==> config.mk <==
export PLATFORM = sky130hd
export DESIGN_NAME = imem_loader
export DESIGN_NICKNAME = d
export VERILOG_FILES = /design/src/rtl/imem_loader_pkg.sv /design/src/rtl/imem_loader_byte_packer.sv /design/src/rtl/imem_loader.sv
export SDC_FILE = /design/constraint.sdc
export NUM_CORES = 1
export LEC_CHECK = 0
export ABC_CLOCK_PERIOD_IN_PS = 2400
export BUFFER_PORTS_ARGS = -buffer_cell sky130_fd_sc_hd__buf_2
export CAP_MARGIN = 40
export CELL_PAD_IN_SITES_DETAIL_PLACEMENT = 1
export CELL_PAD_IN_SITES_GLOBAL_PLACEMENT = 1
export CORE_MARGIN = 10
export CORE_UTILIZATION = 41
export DETAILED_ROUTE_END_ITERATION = 7
export PLACE_DENSITY_LB_ADDON = 0.12
export SYNTH_ARGS = -nofsm -noshare
export SYNTH_HDL_FRONTEND = slang
export SYNTH_SLANG_ARGS = --single-unit
==> constraint.sdc <==
create_clock -name CLK -period 2.4 [get_ports CLK]
set_clock_uncertainty 0.2 [all_clocks]
set_input_delay 0.24 -clock CLK [delete_from_list [all_inputs] [get_ports CLK]]
set_output_delay 0.24 -clock CLK [all_outputs]
set_load 0.01 [all_outputs]
==> src/rtl/imem_loader_pkg.sv <==
// Shared definitions for the instruction-memory loader: byte geometry and the
// loader state encoding used by the FSM in imem_loader.
package imem_loader_pkg;

    localparam int BYTE_W         = 8;
    localparam int BYTES_PER_WORD = 4;

    typedef enum logic [2:0] {
        IDLE  = 3'd0,
        RECV  = 3'd1,
        WRITE = 3'd2,
        CHECK = 3'd3,
        DONE  = 3'd4,
        ERR   = 3'd5
    } loaderState_t;

endpackage

==> src/rtl/imem_loader_byte_packer.sv <==
// Assembles an MSB-first byte stream into instruction words and keeps a running
// XOR of every data byte; wordReady flags the cycle the last byte of a word is taken.
module imem_loader_byte_packer
    import imem_loader_pkg::*;
#(
    parameter int DWL = 32
) (
    input  logic              clk,
    input  logic              rst,
    input  logic              clear,
    input  logic              accept,
    input  logic [BYTE_W-1:0] rxByte,
    output logic [DWL-1:0]    word,
    output logic [BYTE_W-1:0] chk,
    output logic              wordReady
);

    logic [1:0] byteCnt;

    // The shift register is not cleared on a new load: four fresh bytes always
    // overwrite it before the next write strobe.
    always_ff @(posedge clk or posedge rst) begin
        if (rst) begin
            word    <= '0;
            chk     <= '0;
            byteCnt <= '0;
        end else if (clear) begin
            chk     <= '0;
            byteCnt <= '0;
        end else if (accept) begin
            word    <= {word[DWL-BYTE_W-1:0], rxByte};
            chk     <= chk ^ rxByte;
            byteCnt <= byteCnt + 2'd1;
        end
    end

    assign wordReady = accept && (byteCnt == 2'(BYTES_PER_WORD - 1));

endmodule

==> src/rtl/imem_loader.sv <==
// Streams a byte-serial program image into the instruction-memory write port and
// holds the core until every word is written and the trailing XOR checksum matches.
module imem_loader
    import imem_loader_pkg::*;
#(
    parameter int AWL = 6,
    parameter int DWL = 32
) (
    input  logic              CLK,
    input  logic              RST,
    input  logic              Start,
    input  logic [AWL:0]      Count,
    input  logic [BYTE_W-1:0] RxData,
    input  logic              RxValid,
    output logic              RxReady,
    output logic              IMWE,
    output logic [AWL-1:0]    IMWA,
    output logic [DWL-1:0]    IMWD,
    output logic              CpuHold,
    output logic              Done,
    output logic              Err
);

    localparam int           DEPTH    = 2 ** AWL;
    localparam logic [AWL:0] MaxCount = (AWL + 1)'(DEPTH);
    localparam logic [AWL:0] OneWord  = (AWL + 1)'(1);

    loaderState_t      state;
    loaderState_t      nextState;
    logic [AWL:0]      countReg;
    logic [AWL:0]      wordCnt;
    logic [BYTE_W-1:0] chk;
    logic              rxAccept;
    logic              packAccept;
    logic              wordReady;
    logic              countOk;
    logic              startAllowed;
    logic              loadStart;

    assign RxReady      = (state == RECV) || (state == CHECK);
    assign rxAccept     = RxValid && RxReady;
    assign packAccept   = rxAccept && (state == RECV);
    assign countOk      = (Count != '0) && (Count <= MaxCount);
    assign startAllowed = (state == IDLE) || (state == DONE) || (state == ERR);
    assign loadStart    = Start && startAllowed && countOk;

    imem_loader_byte_packer #(
        .DWL(DWL)
    ) packer (
        .clk      (CLK),
        .rst      (RST),
        .clear    (loadStart),
        .accept   (packAccept),
        .rxByte   (RxData),
        .word     (IMWD),
        .chk      (chk),
        .wordReady(wordReady)
    );

    always_ff @(posedge CLK or posedge RST) begin
        if (RST) begin
            state <= IDLE;
        end else begin
            state <= nextState;
        end
    end

    // Start is only honoured while idle or parked in DONE/ERR; mid-load pulses are ignored.
    always_comb begin
        nextState = state;
        case (state)
            IDLE, DONE, ERR: begin
                if (Start) begin
                    nextState = countOk ? RECV : ERR;
                end
            end
            RECV: begin
                if (wordReady) begin
                    nextState = WRITE;
                end
            end
            WRITE: begin
                nextState = ((wordCnt + OneWord) == countReg) ? CHECK : RECV;
            end
            CHECK: begin
                if (rxAccept) begin
                    nextState = (RxData == chk) ? DONE : ERR;
                end
            end
            default: nextState = IDLE;
        endcase
    end

    always_ff @(posedge CLK or posedge RST) begin
        if (RST) begin
            countReg <= '0;
            wordCnt  <= '0;
        end else if (loadStart) begin
            countReg <= Count;
            wordCnt  <= '0;
        end else if (state == WRITE) begin
            wordCnt <= wordCnt + OneWord;
        end
    end

    // Port strobes are pure decodes of the state register so reset drops them at once.
    assign IMWE    = (state == WRITE);
    assign IMWA    = wordCnt[AWL-1:0];
    assign CpuHold = (state != DONE);
    assign Done    = (state == DONE);
    assign Err     = (state == ERR);

endmodule

==> run_results.csv <==
group,metric,value,unit
outcome,status,"finished clean",
timing,setup_slack,0.154,ns
global_route,antenna_found_initial,0,
timing,tightest_slew,0.435,ns
logic_synthesis,synth_seq_cells,59,
cells_and_area,multi_input_area,1210,µm²
cells_and_area,nets,395,
logic_synthesis,synth-compound-area-share,0.0964,
timing,rsz0062_at_grt,"no",
timing,fmax,445,MHz
worst_setup_path,ff2ff_setup_slack,0.37,ns
floorplan,core,6720,µm²
routing,via_count,2292,
timing,hold_viol,0,
cells_and_area,syn_to_final_growth,25.3,%
clock_network,htree_levels,3,
logic_synthesis,synthTopCellsByArea,"dfrtp_1, nand2_1, xnor2_1",
floorplan,die_w,103,µm
power_and_ir_drop,p_leak,1.81,nW
routing,antenna_left,0,
placement,place_congestion,0.762,
cells_and_area,fillCellCount,791,
flow_run,maxCapViolCount,0,
placement,dp.cells,427,
cells_and_area,drive_gt1_frac,0.267,
routing,drt-initial-drc-count,55,
cells_and_area,postLayoutCellArea,3530,µm²
power_and_ir_drop,powerDensity,1290,nW/µm²
worst_setup_path,cp-start-kind,"input port",
logic_synthesis,synth-adder-area-share,0.00889,
placement,post-place-ws,-0.0705,ns
floorplan,io_pins,62,
logic_synthesis,yosys-mux-area-fraction,0.0373,
logic_synthesis,synth_edf_count,0,
routing,drc,0,
global_route,track_usage,0.147,
clock_network,cts_made_buffers,9,
worst_setup_path,required,2.46,ns
logic_synthesis,ys_seq_area_frac,0.524,
worst_setup_path,rr_startpoint,"state[0]$_DFFE_PP0P_",
global_route,first_global_vias,2486,
timing,maxSlewHeadroom,0.710,
floorplan,core.rowCount,30,
logic_synthesis,synthSimpleGateAreaFrac,0.227,
logic_synthesis,yosysTopAreaCellShare,0.524,
logic_synthesis,synth_cell_type_count,44,
worst_hold_path,min_path_cells,2,
cells_and_area,diodes,0,
placement,placed_area,3180,µm²
routing,wl_per_cell,15.9,µm
global_route,grt_pass1_wl,12.3,mm
worst_setup_path,cp.arrival,2.30,ns
worst_setup_path,reg2reg_to,"packer.chk[4]$_DFFE_PP0P_",
timing,min_period,2.25,ns
worst_setup_path,critPathMaxFanout,6,
global_route,grt_max_degree,60,
logic_synthesis,syn_nets,320,
placement,hpwl,5.23,mm
cells_and_area,regArea,1480,µm²
clock_network,cts_tree,"done",
floorplan,start_util,0.419,
worst_hold_path,min_to,"state[2]$_DFFE_PP0P_",
worst_setup_path,cp-end-kind,"register",
global_route,grt-ovfl-total,0,
floorplan,fp.dieH,103,µm
clock_network,cts_sinks,59,
logic_synthesis,ys_async_sr_fraction,1.00,
timing,setup_viol,0,
logic_synthesis,ys_warn_count,0,
worst_setup_path,r2r_cells,6,
logic_synthesis,yosysTopAreaCell,"dfrtp_1",
cells_and_area,stdcell_count,458,
timing,finalMaxSlewViolations,0,
worst_hold_path,hold_class,"in -> reg",
clock_network,clockBufferDepth,2,
logic_synthesis,syn_inst,299,
logic_synthesis,avgSynthCellArea,9.42,µm²
clock_network,root_buffer,"clkbuf_8",
logic_synthesis,synth_area,2820,µm²
worst_hold_path,hp-start,"RxValid",
worst_setup_path,critPathKind,"in -> reg",
clock_network,clk_latency,0.34,ns
logic_synthesis,synth_ff_type,"dfrtp_1",
power_and_ir_drop,ir_worst_vdd,0.000489,V
routing,firstDrtPassIters,4,
timing,min_period_over_period,0.936,
routing,viasPerCell,5.00,
clock_network,post_cts_buffers,0,
placement,portBuffers,61,
floorplan,die-area,10600,µm²
logic_synthesis,synth_top_family_by_area,"simple AND/OR/NAND/NOR gates",
clock_network,path_clk_slew,0.07,ns
logic_synthesis,synth_xor_area_frac,0.0591,
routing,drt-total-wl,7.26,mm
timing,fin_hold_ws,0.0304,ns
==> worst max path at each step <==
stage / startpoint / endpoint / slack, ns / cells after the start
5_1_grt: Count[6] / packer.byteCnt[0]$_DFFE_PP0P_ / 0.1 / 6
3_3_place_gp: Count[1] / packer.byteCnt[0]$_DFFE_PP0P_ / -0.005 / 6
6_report: Count[6] / packer.byteCnt[0]$_DFFE_PP0P_ / 0.15 / 6
4_1_cts: Count[6] / packer.byteCnt[0]$_DFFE_PP0P_ / 0.16 / 6
3_5_place_dp: Count[1] / packer.byteCnt[0]$_DFFE_PP0P_ / -0.07 / 6
2_1_floorplan: Count[1] / countReg[6]$_DFFE_PP0N_ / 0.12 / 6
==> routing by layer <==
layer  vias to the layer above  track usage  share of wire
met4                         0       0.0428         0.0083
met1                      1113        0.183           0.45
met2                        39        0.235           0.48
met5                         -            0              0
li1                       1133            -              -
met3                         7       0.0509          0.057
==> repair_timing <==
action / CTS / global route
endpoints found under the hold margin: 74 / 0
gates resized for setup: 0 / 0
hold buffers: 16 / 0
==> state kept, by name (all words and copies together), names as in the netlist <==
register	count
wordCnt	7
packer.word	32
state	3
packer.chk	8
packer.byteCnt	2
countReg	7
==> cell families (layout without fill, tap and decap cells) <==
family	Yosys count	after routing
AOI/OAI and AO/OA	41	41
buffers and inverters	25	104
adders and majority gates	2	2
and+or+nand+nor	145	145
DFF	59	59
xor gates and xnor gates	19	19
muxes	8	8
==> report_power, final <==
group          switching [W]  internal, W
Clock               0.000397     0.000498
Combinational        0.00103     0.000817
Sequential          0.000386      0.00142
==> worst max-delay path, cell delays in order <==
cell	delay, ns
dlygate4sd3_1	0.54
buf_2	0.14
or4_1	0.55
and4_1	0.28
or2_1	0.37
mux2i_4	0.19
==> cells in the final DEF (no fill, tap or decap), types with 2 or more instances in the layout <==
cell | Yosys | final
a21oi_1 | 11 | 11
nor2_1 | 7 | 7
nand4_1 | 2 | 2
nor3b_1 | 3 | 3
o21ai_0 | 9 | 9
nand2_1 | 106 | 106
nor4_1 | 2 | 2
xor2_1 | 4 | 4
xnor2_1 | 15 | 15
buf_2 | 1 | 61
nor3_1 | 2 | 2
a21oi_2 | 5 | 5
clkbuf_8 | 0 | 10
and3b_1 | 2 | 2
ha_1 | 2 | 2
inv_1 | 4 | 3
mux2_2 | 6 | 6
o21a_1 | 5 | 5
nand3b_1 | 4 | 4
dlygate4sd3_1 | 0 | 16
buf_4 | 6 | 7
a21o_1 | 3 | 3
dfrtp_1 | 59 | 59
nand3_1 | 5 | 5
or3_1 | 4 | 4
clkinv_2 | 0 | 3
==> synth_stat cells, drive strengths merged, types with 2 or more instances <==
cell type and count:
nand2 106, and3b 2, or2 2, xnor2 15
o21ai 9, inv 4, o21a 5, or3 4
nand3 5, xor2 4, ha 2, nor3 2
dfrtp 59, mux2 7, nand3b 4, a21oi 16
or4 2, nand4 2, clkbuf 10, nor2 7
buf 11, nor4 2, a21o 3, nor3b 3
==> metrics by stage <==
step	util	TNS, ns	power, W
after floorplan	-	0	0.00305
after global placement	0.473	-0.00523	0.00361
after detailed placement	0.473	-0.221	0.00369
after CTS	0.525	0	0.00464
after global routing	0.525	0	0.00495
final	0.525	0	0.00454
==> area by class of cell <==
| cell class | instances | area share |
|---|---|---|
| Inverter | 4 | 0.00426 |
| Multi-Input combinational cell | 215 | 0.342 |
| Timing Repair Buffer | 85 | 0.153 |
| Sequential cell | 59 | 0.419 |
| Clock buffer | 10 | 0.0390 |
| Clock inverter | 5 | 0.0153 |
| Tap cell | 80 | 0.0284 |
Power figures use the tool's default switching activity.
